`config.mk`:
```
export PLATFORM = sky130hd
export DESIGN_NAME = alu_seq_flat
export DESIGN_NICKNAME = d
export VERILOG_FILES = /design/src/rtl/alu_seq_if.sv /design/src/rtl/alu_seq.sv /design/src/flat_wrapper.sv
export SDC_FILE = /design/constraint.sdc
export NUM_CORES = 1
export LEC_CHECK = 0
export ABC_AREA = 1
export ABC_CLOCK_PERIOD_IN_PS = 1600
export CELL_PAD_IN_SITES_DETAIL_PLACEMENT = 0
export CELL_PAD_IN_SITES_GLOBAL_PLACEMENT = 2
export CORE_MARGIN = 10
export CORE_UTILIZATION = 31
export DETAILED_ROUTE_END_ITERATION = 16
export DONT_BUFFER_PORTS = 1
export PLACE_DENSITY_LB_ADDON = 0.1
export SYNTH_ARGS = -nofsm -noshare
export SYNTH_HDL_FRONTEND = slang
export SYNTH_SLANG_ARGS = --single-unit
```
`constraint.sdc`:
```
create_clock -name clk -period 1.6 [get_ports clk]
set_input_delay 0.08 -clock clk [delete_from_list [all_inputs] [get_ports clk]]
set_output_delay 0.08 -clock clk [all_outputs]
set_load 0.05 [all_outputs]
```
`src/rtl/alu_seq_if.sv`:
```
// Command handshake and external 4-bit ALU bus for alu_seq.
interface alu_seq_if;
    logic       cmd_valid;
    logic       cmd_ready;
    logic [2:0] cmd_op;
    logic [7:0] cmd_data;
    logic       cmd_cin;
    logic       cmd_wide;
    logic       cmd_load;

    logic [3:0] alu_A;
    logic [3:0] alu_B;
    logic       alu_cin;
    logic [2:0] alu_Op;
    logic [3:0] alu_R;
    logic       alu_zero;
    logic       alu_carry;
    logic       alu_sign;

    logic [7:0] acc;
    logic       zero;
    logic       carry;
    logic       sign;
    logic       done;

    modport slave (
        input  cmd_valid, cmd_op, cmd_data, cmd_cin, cmd_wide, cmd_load,
        input  alu_R, alu_zero, alu_carry, alu_sign,
        output cmd_ready, alu_A, alu_B, alu_cin, alu_Op,
        output acc, zero, carry, sign, done
    );

    modport master (
        output cmd_valid, cmd_op, cmd_data, cmd_cin, cmd_wide, cmd_load,
        output alu_R, alu_zero, alu_carry, alu_sign,
        input  cmd_ready, alu_A, alu_B, alu_cin, alu_Op,
        input  acc, zero, carry, sign, done
    );
endinterface

```
`src/rtl/alu_seq.sv`:
```
// Sequencer that runs 4- or 8-bit accumulator commands through an external 4-bit ALU.
// Define ALU_SEQ_WIDE_EN to enable 8-bit (two-pass) commands; otherwise cmd_wide is ignored.
//   state  | meaning
//   IDLE   | ready for a command
//   LOW    | low-nibble ALU pass
//   HIGH   | high-nibble ALU pass (wide only)
//   DONE   | results visible, done pulse
module alu_seq (
    input  logic       clk,
    input  logic       reset,
    alu_seq_if.slave   bus
);

    localparam logic [1:0] S_IDLE = 2'd0;
    localparam logic [1:0] S_LOW  = 2'd1;
    localparam logic [1:0] S_HIGH = 2'd2;
    localparam logic [1:0] S_DONE = 2'd3;

`ifdef ALU_SEQ_WIDE_EN
    localparam logic WIDE_EN = 1'b1;
`else
    localparam logic WIDE_EN = 1'b0;
`endif

    logic [1:0] state_q, state_d;
    logic [7:0] acc_q, acc_d;
    logic       zero_q, zero_d;
    logic       carry_q, carry_d;
    logic       sign_q, sign_d;
    logic [2:0] op_q, op_d;
    logic [7:0] data_q, data_d;
    logic       cin_q, cin_d;
    logic       wide_q, wide_d;
    logic       lo_zero_q, lo_zero_d;
    logic       lo_carry_q, lo_carry_d;

    logic [3:0] alu_a;
    logic [3:0] alu_b;
    logic       alu_ci;
    logic [2:0] alu_op;
    logic       accept;
    logic       cmd_wide_eff;

    assign accept       = bus.cmd_valid && (state_q == S_IDLE);
    assign cmd_wide_eff = bus.cmd_wide & WIDE_EN;

    always_comb begin
        state_d    = state_q;
        acc_d      = acc_q;
        zero_d     = zero_q;
        carry_d    = carry_q;
        sign_d     = sign_q;
        op_d       = op_q;
        data_d     = data_q;
        cin_d      = cin_q;
        wide_d     = wide_q;
        lo_zero_d  = lo_zero_q;
        lo_carry_d = lo_carry_q;
        alu_a      = 4'h0;
        alu_b      = 4'h0;
        alu_ci     = 1'b0;
        alu_op     = 3'b000;

        case (state_q)
            S_IDLE: begin
                if (accept) begin
                    op_d   = bus.cmd_op;
                    data_d = bus.cmd_data;
                    cin_d  = bus.cmd_cin;
                    wide_d = cmd_wide_eff;
                    if (bus.cmd_load) begin
                        // loads bypass the ALU, so acc is written on the accept edge
                        if (cmd_wide_eff) begin
                            acc_d = bus.cmd_data;
                        end else begin
                            acc_d[3:0] = bus.cmd_data[3:0];
                        end
                        state_d = S_DONE;
                    end else begin
                        state_d = S_LOW;
                    end
                end
            end
            S_LOW: begin
                alu_a      = acc_q[3:0];
                alu_b      = data_q[3:0];
                alu_ci     = cin_q;
                alu_op     = op_q;
                acc_d[3:0] = bus.alu_R;
                lo_zero_d  = bus.alu_zero;
                lo_carry_d = bus.alu_carry;
                if (wide_q) begin
                    state_d = S_HIGH;
                end else begin
                    zero_d  = bus.alu_zero;
                    carry_d = bus.alu_carry;
                    sign_d  = bus.alu_sign;
                    state_d = S_DONE;
                end
            end
            S_HIGH: begin
                alu_a      = acc_q[7:4];
                alu_b      = data_q[7:4];
                // logic ops (op[2]=1) take the command carry; arithmetic chains the low carry
                alu_ci     = op_q[2] ? cin_q : lo_carry_q;
                alu_op     = op_q;
                acc_d[7:4] = bus.alu_R;
                zero_d     = lo_zero_q & bus.alu_zero;
                carry_d    = bus.alu_carry;
                sign_d     = bus.alu_R[3];
                state_d    = S_DONE;
            end
            S_DONE: begin
                state_d = S_IDLE;
            end
            default: begin
                state_d = S_IDLE;
            end
        endcase
    end

    always_ff @(posedge clk) begin
        if (reset) begin
            state_q    <= S_IDLE;
            acc_q      <= 8'h00;
            zero_q     <= 1'b0;
            carry_q    <= 1'b0;
            sign_q     <= 1'b0;
            op_q       <= 3'b000;
            data_q     <= 8'h00;
            cin_q      <= 1'b0;
            wide_q     <= 1'b0;
            lo_zero_q  <= 1'b0;
            lo_carry_q <= 1'b0;
        end else begin
            state_q    <= state_d;
            acc_q      <= acc_d;
            zero_q     <= zero_d;
            carry_q    <= carry_d;
            sign_q     <= sign_d;
            op_q       <= op_d;
            data_q     <= data_d;
            cin_q      <= cin_d;
            wide_q     <= wide_d;
            lo_zero_q  <= lo_zero_d;
            lo_carry_q <= lo_carry_d;
        end
    end

    assign bus.cmd_ready = (state_q == S_IDLE);
    assign bus.done      = (state_q == S_DONE);
    assign bus.acc       = acc_q;
    assign bus.zero      = zero_q;
    assign bus.carry     = carry_q;
    assign bus.sign      = sign_q;
    assign bus.alu_A     = alu_a;
    assign bus.alu_B     = alu_b;
    assign bus.alu_cin   = alu_ci;
    assign bus.alu_Op    = alu_op;

endmodule

```
`src/flat_wrapper.sv`:
```
// flat-port wrapper written by rule: the top's interface ports become plain ports
module alu_seq_flat 
  (clk, reset, bus_cmd_valid, bus_cmd_op, bus_cmd_data, bus_cmd_cin, bus_cmd_wide, bus_cmd_load, bus_alu_R, bus_alu_zero, bus_alu_carry, bus_alu_sign, bus_cmd_ready, bus_alu_A, bus_alu_B, bus_alu_cin, bus_alu_Op, bus_acc, bus_zero, bus_carry, bus_sign, bus_done);
  alu_seq_if bus_i ();
  input  logic clk;
  input  logic reset;
  input wire logic [$bits(bus_i.cmd_valid)-1:0] bus_cmd_valid;
  input wire logic [$bits(bus_i.cmd_op)-1:0] bus_cmd_op;
  input wire logic [$bits(bus_i.cmd_data)-1:0] bus_cmd_data;
  input wire logic [$bits(bus_i.cmd_cin)-1:0] bus_cmd_cin;
  input wire logic [$bits(bus_i.cmd_wide)-1:0] bus_cmd_wide;
  input wire logic [$bits(bus_i.cmd_load)-1:0] bus_cmd_load;
  input wire logic [$bits(bus_i.alu_R)-1:0] bus_alu_R;
  input wire logic [$bits(bus_i.alu_zero)-1:0] bus_alu_zero;
  input wire logic [$bits(bus_i.alu_carry)-1:0] bus_alu_carry;
  input wire logic [$bits(bus_i.alu_sign)-1:0] bus_alu_sign;
  output wire logic [$bits(bus_i.cmd_ready)-1:0] bus_cmd_ready;
  output wire logic [$bits(bus_i.alu_A)-1:0] bus_alu_A;
  output wire logic [$bits(bus_i.alu_B)-1:0] bus_alu_B;
  output wire logic [$bits(bus_i.alu_cin)-1:0] bus_alu_cin;
  output wire logic [$bits(bus_i.alu_Op)-1:0] bus_alu_Op;
  output wire logic [$bits(bus_i.acc)-1:0] bus_acc;
  output wire logic [$bits(bus_i.zero)-1:0] bus_zero;
  output wire logic [$bits(bus_i.carry)-1:0] bus_carry;
  output wire logic [$bits(bus_i.sign)-1:0] bus_sign;
  output wire logic [$bits(bus_i.done)-1:0] bus_done;
  assign bus_i.cmd_valid = bus_cmd_valid;
  assign bus_i.cmd_op = bus_cmd_op;
  assign bus_i.cmd_data = bus_cmd_data;
  assign bus_i.cmd_cin = bus_cmd_cin;
  assign bus_i.cmd_wide = bus_cmd_wide;
  assign bus_i.cmd_load = bus_cmd_load;
  assign bus_i.alu_R = bus_alu_R;
  assign bus_i.alu_zero = bus_alu_zero;
  assign bus_i.alu_carry = bus_alu_carry;
  assign bus_i.alu_sign = bus_alu_sign;
  assign bus_cmd_ready = bus_i.cmd_ready;
  assign bus_alu_A = bus_i.alu_A;
  assign bus_alu_B = bus_i.alu_B;
  assign bus_alu_cin = bus_i.alu_cin;
  assign bus_alu_Op = bus_i.alu_Op;
  assign bus_acc = bus_i.acc;
  assign bus_zero = bus_i.zero;
  assign bus_carry = bus_i.carry;
  assign bus_sign = bus_i.sign;
  assign bus_done = bus_i.done;
  alu_seq u_core (.clk(clk), .reset(reset), .bus(bus_i));
endmodule
```
Word-level counts from Yosys, hierarchy flattened

Index checks and enable logic that the tools add are counted.

Flip-flop bits (word level): 27
Output and inout port bits: 25
Word-level logic and storage cells: 41

Equality and inequality tests: 5
Multiplexer cells: 15
Bitwise gates (word level): 2
Reductions and logical operators: 8

Operators with widths:

| operator                                                        | count |
|---|---|
| 4-bit one-hot mux with 2 select lines                           | 4 |
| 8-bit 2-to-1 mux                                                | 1 |
| 1-bit one-hot mux with 2 select lines                           | 3 |
| 2-bit one-hot mux with 3 select lines                           | 1 |
| 2-bit == test, second input constant                            | 2 |
| 2-bit 2-to-1 mux                                                | 2 |
| 4-bit 2-to-1 mux                                                | 1 |
| 2-bit AND reduction                                             | 2 |
| 2-bit nonzero test                                              | 2 |
| 3-bit 2-to-1 mux                                                | 1 |
| 3-bit AND reduction                                             | 1 |
| 2-bit by 1-bit == test with 1-bit output, second input constant | 1 |
| 2-bit logical NOT                                               | 1 |
| 1-bit 2-to-1 mux                                                | 2 |
| 2-bit by 1-bit != test with 1-bit output, second input constant | 1 |
| 2-bit != test, second input constant                            | 1 |
| 2-bit OR reduction                                              | 1 |
| 1-bit AND                                                       | 1 |
| 1-bit logical AND                                               | 1 |
| 1-bit NOT                                                       | 1 |

Depth between registers and ports, before layout

Gate-level depths: netlist of run 1.

Word-level depth: 4
Mapped depth: 7
Mapped depth without buffers: 7

Worst setup path before layout of run 1

No wires, ideal clock.

Path type: flip-flop to output port
From: reg u_core.state_q[0]
To: out bus_alu_A[0]
Arrival: 1.907 ns
Data required time: 1.520 ns
Slack: -0.387 ns
Stages on the path, launching flop included: 6
Buffers on the path: 1
Cell sequence: dfxtp_1 -> inv_1 -> ha_1 -> buf_2 -> clkinv_1 -> a21oi_1

Word-level cells in the longest chain between the ends: 2
Elaborated cells between the ends (all ways): 3
Classes of those cells: eq/ne: 2; mux: 1

RTL lines:

| element                                                                          | RTL line           | source |
|---|---|---|
| start: declaration                                                               | alu_seq.sv:25      | `logic [1:0] state_q, state_d;` |
| start signal: assignment                                                         | alu_seq.sv:136     | `state_q <= state_d;` |
| 2-bit == test / 2-bit by 1-bit == test with 1-bit output (equally long branches) | alu_seq.sv:64      | `case (state_q)` |
| 4-bit one-hot mux with 2 select lines *                                          | alu_seq.sv:64      |  |
| end: declaration                                                                 | flat_wrapper.sv:18 | `output wire logic [$bits(bus_i.alu_A)-1:0] bus_alu_A;` |

Every way passes the cells marked *; elsewhere a longest branch is shown, timed or not.

Worst setup path in the final report of run 1

From: reg u_core.state_q[0]
To: out bus_alu_A[3]

The elaborated chain is that of the path after synthesis.

==> flow_metrics.env, run 1 <==
export IMPL_insertion_delay_ps=280
export IMPL_drc=0
export IMPL_final_cell_count_no_fill=298
export IMPL_synth_area_um2=1310
export IMPL_grt_pass1_wl_um=7310
export IMPL_cts_buffers=3
export IMPL_dp_hpwl_um=3150
export IMPL_routedWlPerCell_um=15.3
export IMPL_p_sw_share_pct=43.3
export IMPL_finalClockSkew_ps=6.35
export IMPL_portBuffers=0
export IMPL_cts_tree="done"
export IMPL_slew_headroom_pct=66.6
export IMPL_die_area_um2=7230
export IMPL_drt_pass1_iter_count=4
export IMPL_post_route_period_util_pct=99.3
export IMPL_ff2ff_path_depth=6
export IMPL_cap_violations=0
export IMPL_hold_class="primary input to flop"
export IMPL_ir_drop_mv=0.616
export IMPL_crit_chain="inv_6 > ha_4 > clkinv_8 > a21oi_4 > buf_12"
export IMPL_core_area_um2=4060
export IMPL_initial_core_util_pct=32.3
export IMPL_switchingPower_mw=1.11
export IMPL_yosys_warnings=0
export IMPL_crit_start="u_core.state_q[0]$_SDFFE_PP0P_"
export IMPL_worst_pin_slew_ps=502
export IMPL_crit_path_max_incr_delay_ps=410
export IMPL_dp_cells=265
export IMPL_synth_distinct_cells=19
export IMPL_synth_top_area_cell="dfxtp_1"
export IMPL_hold_viol=0
export IMPL_required_ps=1520
export IMPL_synth_common_cells="43 x nand2_1, 42 x nor2_1, 27 x dfxtp_1"
export IMPL_cts_path_max_buffers=2
export IMPL_final_layout_size_suffix_gt1_share_pct=25.8
export IMPL_fill_cells=393
export IMPL_ys_seq_elements=27
export IMPL_grt_overflow_total=0
export IMPL_synth_async_sr_flop_share_pct=0
export IMPL_syn_num_nets=223
export IMPL_path_max_fanout=10
export IMPL_ys_top_cells_by_area="dfxtp_1 41%, nand2_1 12%, nor2_1 12%, ha_1 6.7%, o21ai_0 6.5%"
export IMPL_leakage_nw=0.933
export IMPL_synth_main_ff_cell="dfxtp_1"
export IMPL_power_density_nw_per_um2=1160
export IMPL_grt_pass1_vias=1417
export IMPL_path_clk_slew_ps=100
export IMPL_path_class="flop to output port"
export IMPL_area_growth_pct=68.1
export IMPL_vias=1412
export IMPL_fin_crit_ps=1590
export IMPL_maxSlewViolCount=0
export IMPL_crit_slowest_cell="dfxtp_4"
export IMPL_synth_top_area_share_pct=41.2
export IMPL_clock_power_share_pct=16.2
export IMPL_die_h_um=85.0
export IMPL_worstPathArrival_ps=1510
export IMPL_timing_rr_end="u_core.state_q[1]$_SDFFE_PP0P_"
export IMPL_max_freq_ghz=0.630
export IMPL_crit_end="bus_alu_A[3]"
export IMPL_grt_max_degree=27
export IMPL_seq_area_um2=546
export IMPL_grt_usage_pct=12.3
export IMPL_status="completed"
export IMPL_final_util_pct=54.3
export IMPL_rsz0062_at_grt="yes"
export IMPL_insertedDiodeCount=0
export IMPL_gp_congestion=0.714
export IMPL_internal_power_mw=1.45
export IMPL_postSynthAreaPerCell_um2=6.83
export IMPL_synth_enable_flop_cells=0
export IMPL_pwr_share_seq_pct=33.3
export IMPL_yosysMostFrequentCell="nand2_1"
export IMPL_final_antenna_net_count=0
export IMPL_rows=23
export IMPL_worst_setup_path_end_kind="output port"
export IMPL_final_setup_viol_count=0
export IMPL_r2r_slack_ps=230
export IMPL_cts_sinks=27
export IMPL_htree_levels=1
export IMPL_num_nets_final=280
export IMPL_pin_count=49
export IMPL_antenna_found_initial=0
export IMPL_totalWireLength_um=4560
export IMPL_start_kind="flop"
export IMPL_timing_rr_start="u_core.state_q[0]$_SDFFE_PP0P_"
export IMPL_cts_root_buffer="clkbuf_8"
export IMPL_comb_power_share_pct=50.6
export IMPL_die_x_um=85.0
export IMPL_syn_inst=192
export IMPL_ys_seq_area_share_pct=41.2
export IMPL_vias_per_cell=4.74
export IMPL_multi_input_area_um2=801
export IMPL_drt_iter0_markers=73
==> worst min path at each step <==
stage,cells past startpoint,slack [ps],start,endpoint
after global placement,1,150,reset,u_core.bus.acc[7]$_SDFFE_PP0P_
final,4,30,bus_alu_R[1],u_core.bus.acc[1]$_SDFFE_PP0P_
after floorplan,1,150,reset,u_core.bus.acc[7]$_SDFFE_PP0P_
after global routing,4,40,bus_alu_R[1],u_core.bus.acc[1]$_SDFFE_PP0P_
after detailed placement,1,150,reset,u_core.bus.acc[7]$_SDFFE_PP0P_
after CTS,4,20,bus_alu_R[1],u_core.bus.acc[1]$_SDFFE_PP0P_
==> sequential cells by signal, indices dropped and copies added (netlist names) <==
signal and cells:
u_core.lo_carry_q 1, u_core.bus.acc 8, u_core.state_q 2, u_core.bus.sign 1
u_core.op_q 3, u_core.data_q 8, u_core.lo_zero_q 1, u_core.bus.zero 1
u_core.bus.carry 1, u_core.cin_q 1
==> placed cells by master (no fill, tap or decap), drive strengths merged <==
master       synthesis  routed
clkbuf               1       3
a31oi                1       1
a21oi               16      16
dfxtp               27      27
clkinv               1       1
buf                  6      37
nor2                42      42
nand3                5       5
nand2               44      44
dlygate4sd3          0      22
nor3                 1       1
o21ai               23      23
nand3b               1       1
inv                 17      17
ha                   7       7
clkinvlp             0       1
==> repair_timing <==
| item | CTS | global route |
|---|---|---|
| setup buffers | 6 | 2 |
| endpoints found under the hold margin | 23 | 0 |
| gates resized for setup | 15 | 5 |
| endpoints found under the setup margin | 12 | 12 |
| pin swaps | 3 | 1 |
| hold buffers | 22 | 0 |
==> power groups by stage <==
stage	Sequential, mW	Combinational (mW)	Clock [mW]
4_1_cts	0.848	1.27	0.431
6_report	0.852	1.30	0.415
2_1_floorplan	1.04	0.579	0
3_3_place_gp	0.849	1.11	0
5_1_grt	0.864	1.39	0.456
3_5_place_dp	0.854	1.13	0
==> stage by stage <==
step | power (mW) | hold WS [ps] | cell area (um2) | setup slack (ps) | setup TNS, ps
final | 2.56 | 25.4 | 2200 | 11.4 | 0
after global routing | 2.71 | 37.2 | 2200 | -28.6 | -110
after CTS | 2.55 | 23.2 | 2170 | 1.07 | 0
after detailed placement | 1.99 | 153 | 1810 | 68.1 | 0
after global placement | 1.96 | 152 | 1810 | 121 | 0
after floorplan | 1.62 | 149 | 1420 | 36.8 | 0
==> critical path: cells and delay by family, from the launching register on <==
kind	cells	cell delay [ps]
buffers and inverters	3	330
adders and majority gates	1	300
DFF	1	410
AOI/OAI and AO/OA	1	180
==> per-layer routing <==
layer	vias to the layer above	part of all wire, %	GRT usage (%)
met4	0	1.0	3.14
li1	718	-	-
met2	33	52	21.8
met1	656	40	13.8
met3	5	7.0	3.82
met5	-	0	0
==> cells by family after synthesis <==
group                      count (synthesis)  synth area share, %
and+or+nand+nor                           93                 28.1
AOI/OAI and AO/OA                         40                 15.4
adders and majority gates                  7                 6.68
buffers and inverters                     25                 8.68
DFF                                       27                 41.2
==> cell type report <==
type,count,share of cell area [%]
Clock inverter,1,0.341
Clock buffer,3,1.87
Timing Repair Buffer,59,29.9
Sequential cell,27,24.7
Multi-Input combinational cell,140,36.3
Inverter,18,3.97
Tap cell,50,2.84
No activity file was read; power rests on OpenSTA's default activity.
==> run 2, diff against run 1 <==
--- a/config.mk
+++ b/config.mk
@@ -14,6 +14,7 @@
 export DETAILED_ROUTE_END_ITERATION = 16
 export DONT_BUFFER_PORTS = 1
 export PLACE_DENSITY_LB_ADDON = 0.1
+export REMOVE_ABC_BUFFERS = 1
 export SYNTH_ARGS = -nofsm -noshare
 export SYNTH_HDL_FRONTEND = slang
 export SYNTH_SLANG_ARGS = --single-unit
==> flow_metrics.env, run 2 (synthesis results as in run 1) <==
export IMPL_status="completed"
export IMPL_cap_violations=0
export IMPL_core_area_um2=4060
export IMPL_multi_input_area_um2=727
export IMPL_timing_rr_start="u_core.state_q[1]$_SDFFE_PP0P_"
export IMPL_maxSlewViolCount=0
export IMPL_pin_count=49
export IMPL_num_nets_final=275
export IMPL_fill_cells=431
export IMPL_ff2ff_path_depth=6
export IMPL_groute_layer_met2_usage_pct=17.2
export IMPL_dp_hpwl_um=3030
export IMPL_use_met1_pct=15.1
export IMPL_final_layout_size_suffix_gt1_share_pct=24.7
export IMPL_worstHoldStart="bus_alu_R[2]"
export IMPL_final_util_pct=49.0
export IMPL_path_max_fanout=10
export IMPL_slew_headroom_pct=65.4
export IMPL_die_x_um=85.0
export IMPL_gp_congestion=0.771
export IMPL_hold_class="primary input to flop"
export IMPL_final_cell_mix="42 x nand2_1, 42 x nor2_1, 25 x dfxtp_1, 22 x dlygate4sd3_1, 21 x buf_4"
export IMPL_timing_rr_end="u_core.data_q[4]$_SDFFE_PP0P_"
export IMPL_vias=1398
export IMPL_final_setup_tns_ps=0
export IMPL_final_setup_viol_count=0
export IMPL_r2r_slack_ps=230
export IMPL_grt_usage_pct=11.5
export IMPL_grt_max_degree=27
export IMPL_final_antenna_net_count=0
export IMPL_grt_pass1_vias=1339
export IMPL_drc=0
export IMPL_worst_pin_slew_ps=520
export IMPL_cts_buffers=3
export IMPL_portBuffers=0
export IMPL_path_class="flop to output port"
export IMPL_htree_levels=1
export IMPL_drt_iter0_markers=62
export IMPL_die_h_um=85.0
export IMPL_area_growth_pct=51.7
export IMPL_grt_pass1_wl_um=6840
export IMPL_worstPathArrival_ps=1440
export IMPL_insertedDiodeCount=0
export IMPL_cts_path_max_buffers=2
export IMPL_leakage_nw=0.873
export IMPL_rsz0062_at_grt="yes"
export IMPL_routedWlPerCell_um=14.4
export IMPL_power_density_nw_per_um2=1210
export IMPL_min_to="u_core.bus.acc[2]$_SDFFE_PP0P_"
export IMPL_worst_setup_path_end_kind="output port"
export IMPL_top_usage_layer="met2"
export IMPL_initial_core_util_pct=32.3
export IMPL_crit_start="u_core.state_q[1]$_SDFFE_PP0P_"
export IMPL_insertion_delay_ps=280
export IMPL_vias_per_cell=4.77
export IMPL_antenna_found_initial=0
export IMPL_cts_sinks=27
export IMPL_cts_tree="done"
export IMPL_drt_pass1_iter_count=5
export IMPL_met3_usage_pct=3.92
export IMPL_finalClockSkew_ps=7.28
export IMPL_fin_crit_ps=1520
export IMPL_cts_root_buffer="clkbuf_8"
export IMPL_seq_area_um2=546
export IMPL_post_route_period_util_pct=94.7
export IMPL_totalWireLength_um=4220
export IMPL_max_freq_ghz=0.660
export IMPL_die_area_um2=7230
export IMPL_hold_depth=4
export IMPL_grt_overflow_total=0
export IMPL_hold_viol=0
export IMPL_ir_drop_mv=0.483
export IMPL_required_ps=1520
export IMPL_path_clk_slew_ps=90
export IMPL_rows=23
export IMPL_start_kind="flop"
export IMPL_p_total_mw=2.40
run 2: changes by cell type in the layout (fill, tap and decap cells not counted):
cell      delta
inv_8        +1
inv_6        -1
a21oi_1      +1
buf_6        +5
buf_4        -1
nand2_1      +1
nand2_2      -1
clkinv_8     -1
inv_1        -3
a21oi_2      +8
buf_12       -9
a21oi_4      -9
inv_2        +4
run 2: area by class of cell:
class	count	share of cell area, %
repair buffers	54	26.5
well taps	50	3.14
clock inverters	1	0.377
flip-flops and latches	27	27.4
inverters	18	3.90
clock buffers	3	2.08
multi-input cells	140	36.5
run 2: where the power goes:
group          switching [mW]  internal, mW
clock network           0.230         0.177
registers              0.0727         0.785
logic                   0.728         0.409
run 2: worst max-delay path: stages, from the launching register on:
cell and delay, ps:
dfxtp_4 410, inv_4 60, ha_4 300, inv_8 60
a21oi_1 110, buf_4 210
run 2: what timing repair did:
action,in CTS,in global routing
endpoints found under the setup margin,12,12
endpoints found under the hold margin,23,0
setup buffers,0,3
resized for setup,12,22
pin swaps,0,2
hold buffers,22,0
run 2: per-layer routing:
layer  up-vias  wire length, um
met4         0               22
met3         2              280
li1        710                -
met2        36             1880
met5         -                0
met1       650             2040
run 2: metrics by stage:
stage | cell area (um2) | instances | worst slack, ps | hold slack (ps)
final | 1990 | 293 | 84.7 | 44.4
after global routing | 1990 | 293 | -24.9 | 50.7
after CTS | 1900 | 290 | 1.93 | 37.3
after detailed placement | 1580 | 264 | -78.7 | 153
after global placement | 1580 | 264 | 1.06 | 154
after floorplan | 1260 | 185 | -396 | 149
run 2: how the worst max path moves through the flow:
stage	slack, ps	to
floorplan	-400	bus_alu_A[0]
global placement	1	bus_alu_cin
detailed placement	-80	bus_alu_B[0]
CTS	2	bus_alu_B[0]
global route	-20	bus_alu_A[1]
finish	80	bus_alu_A[0]
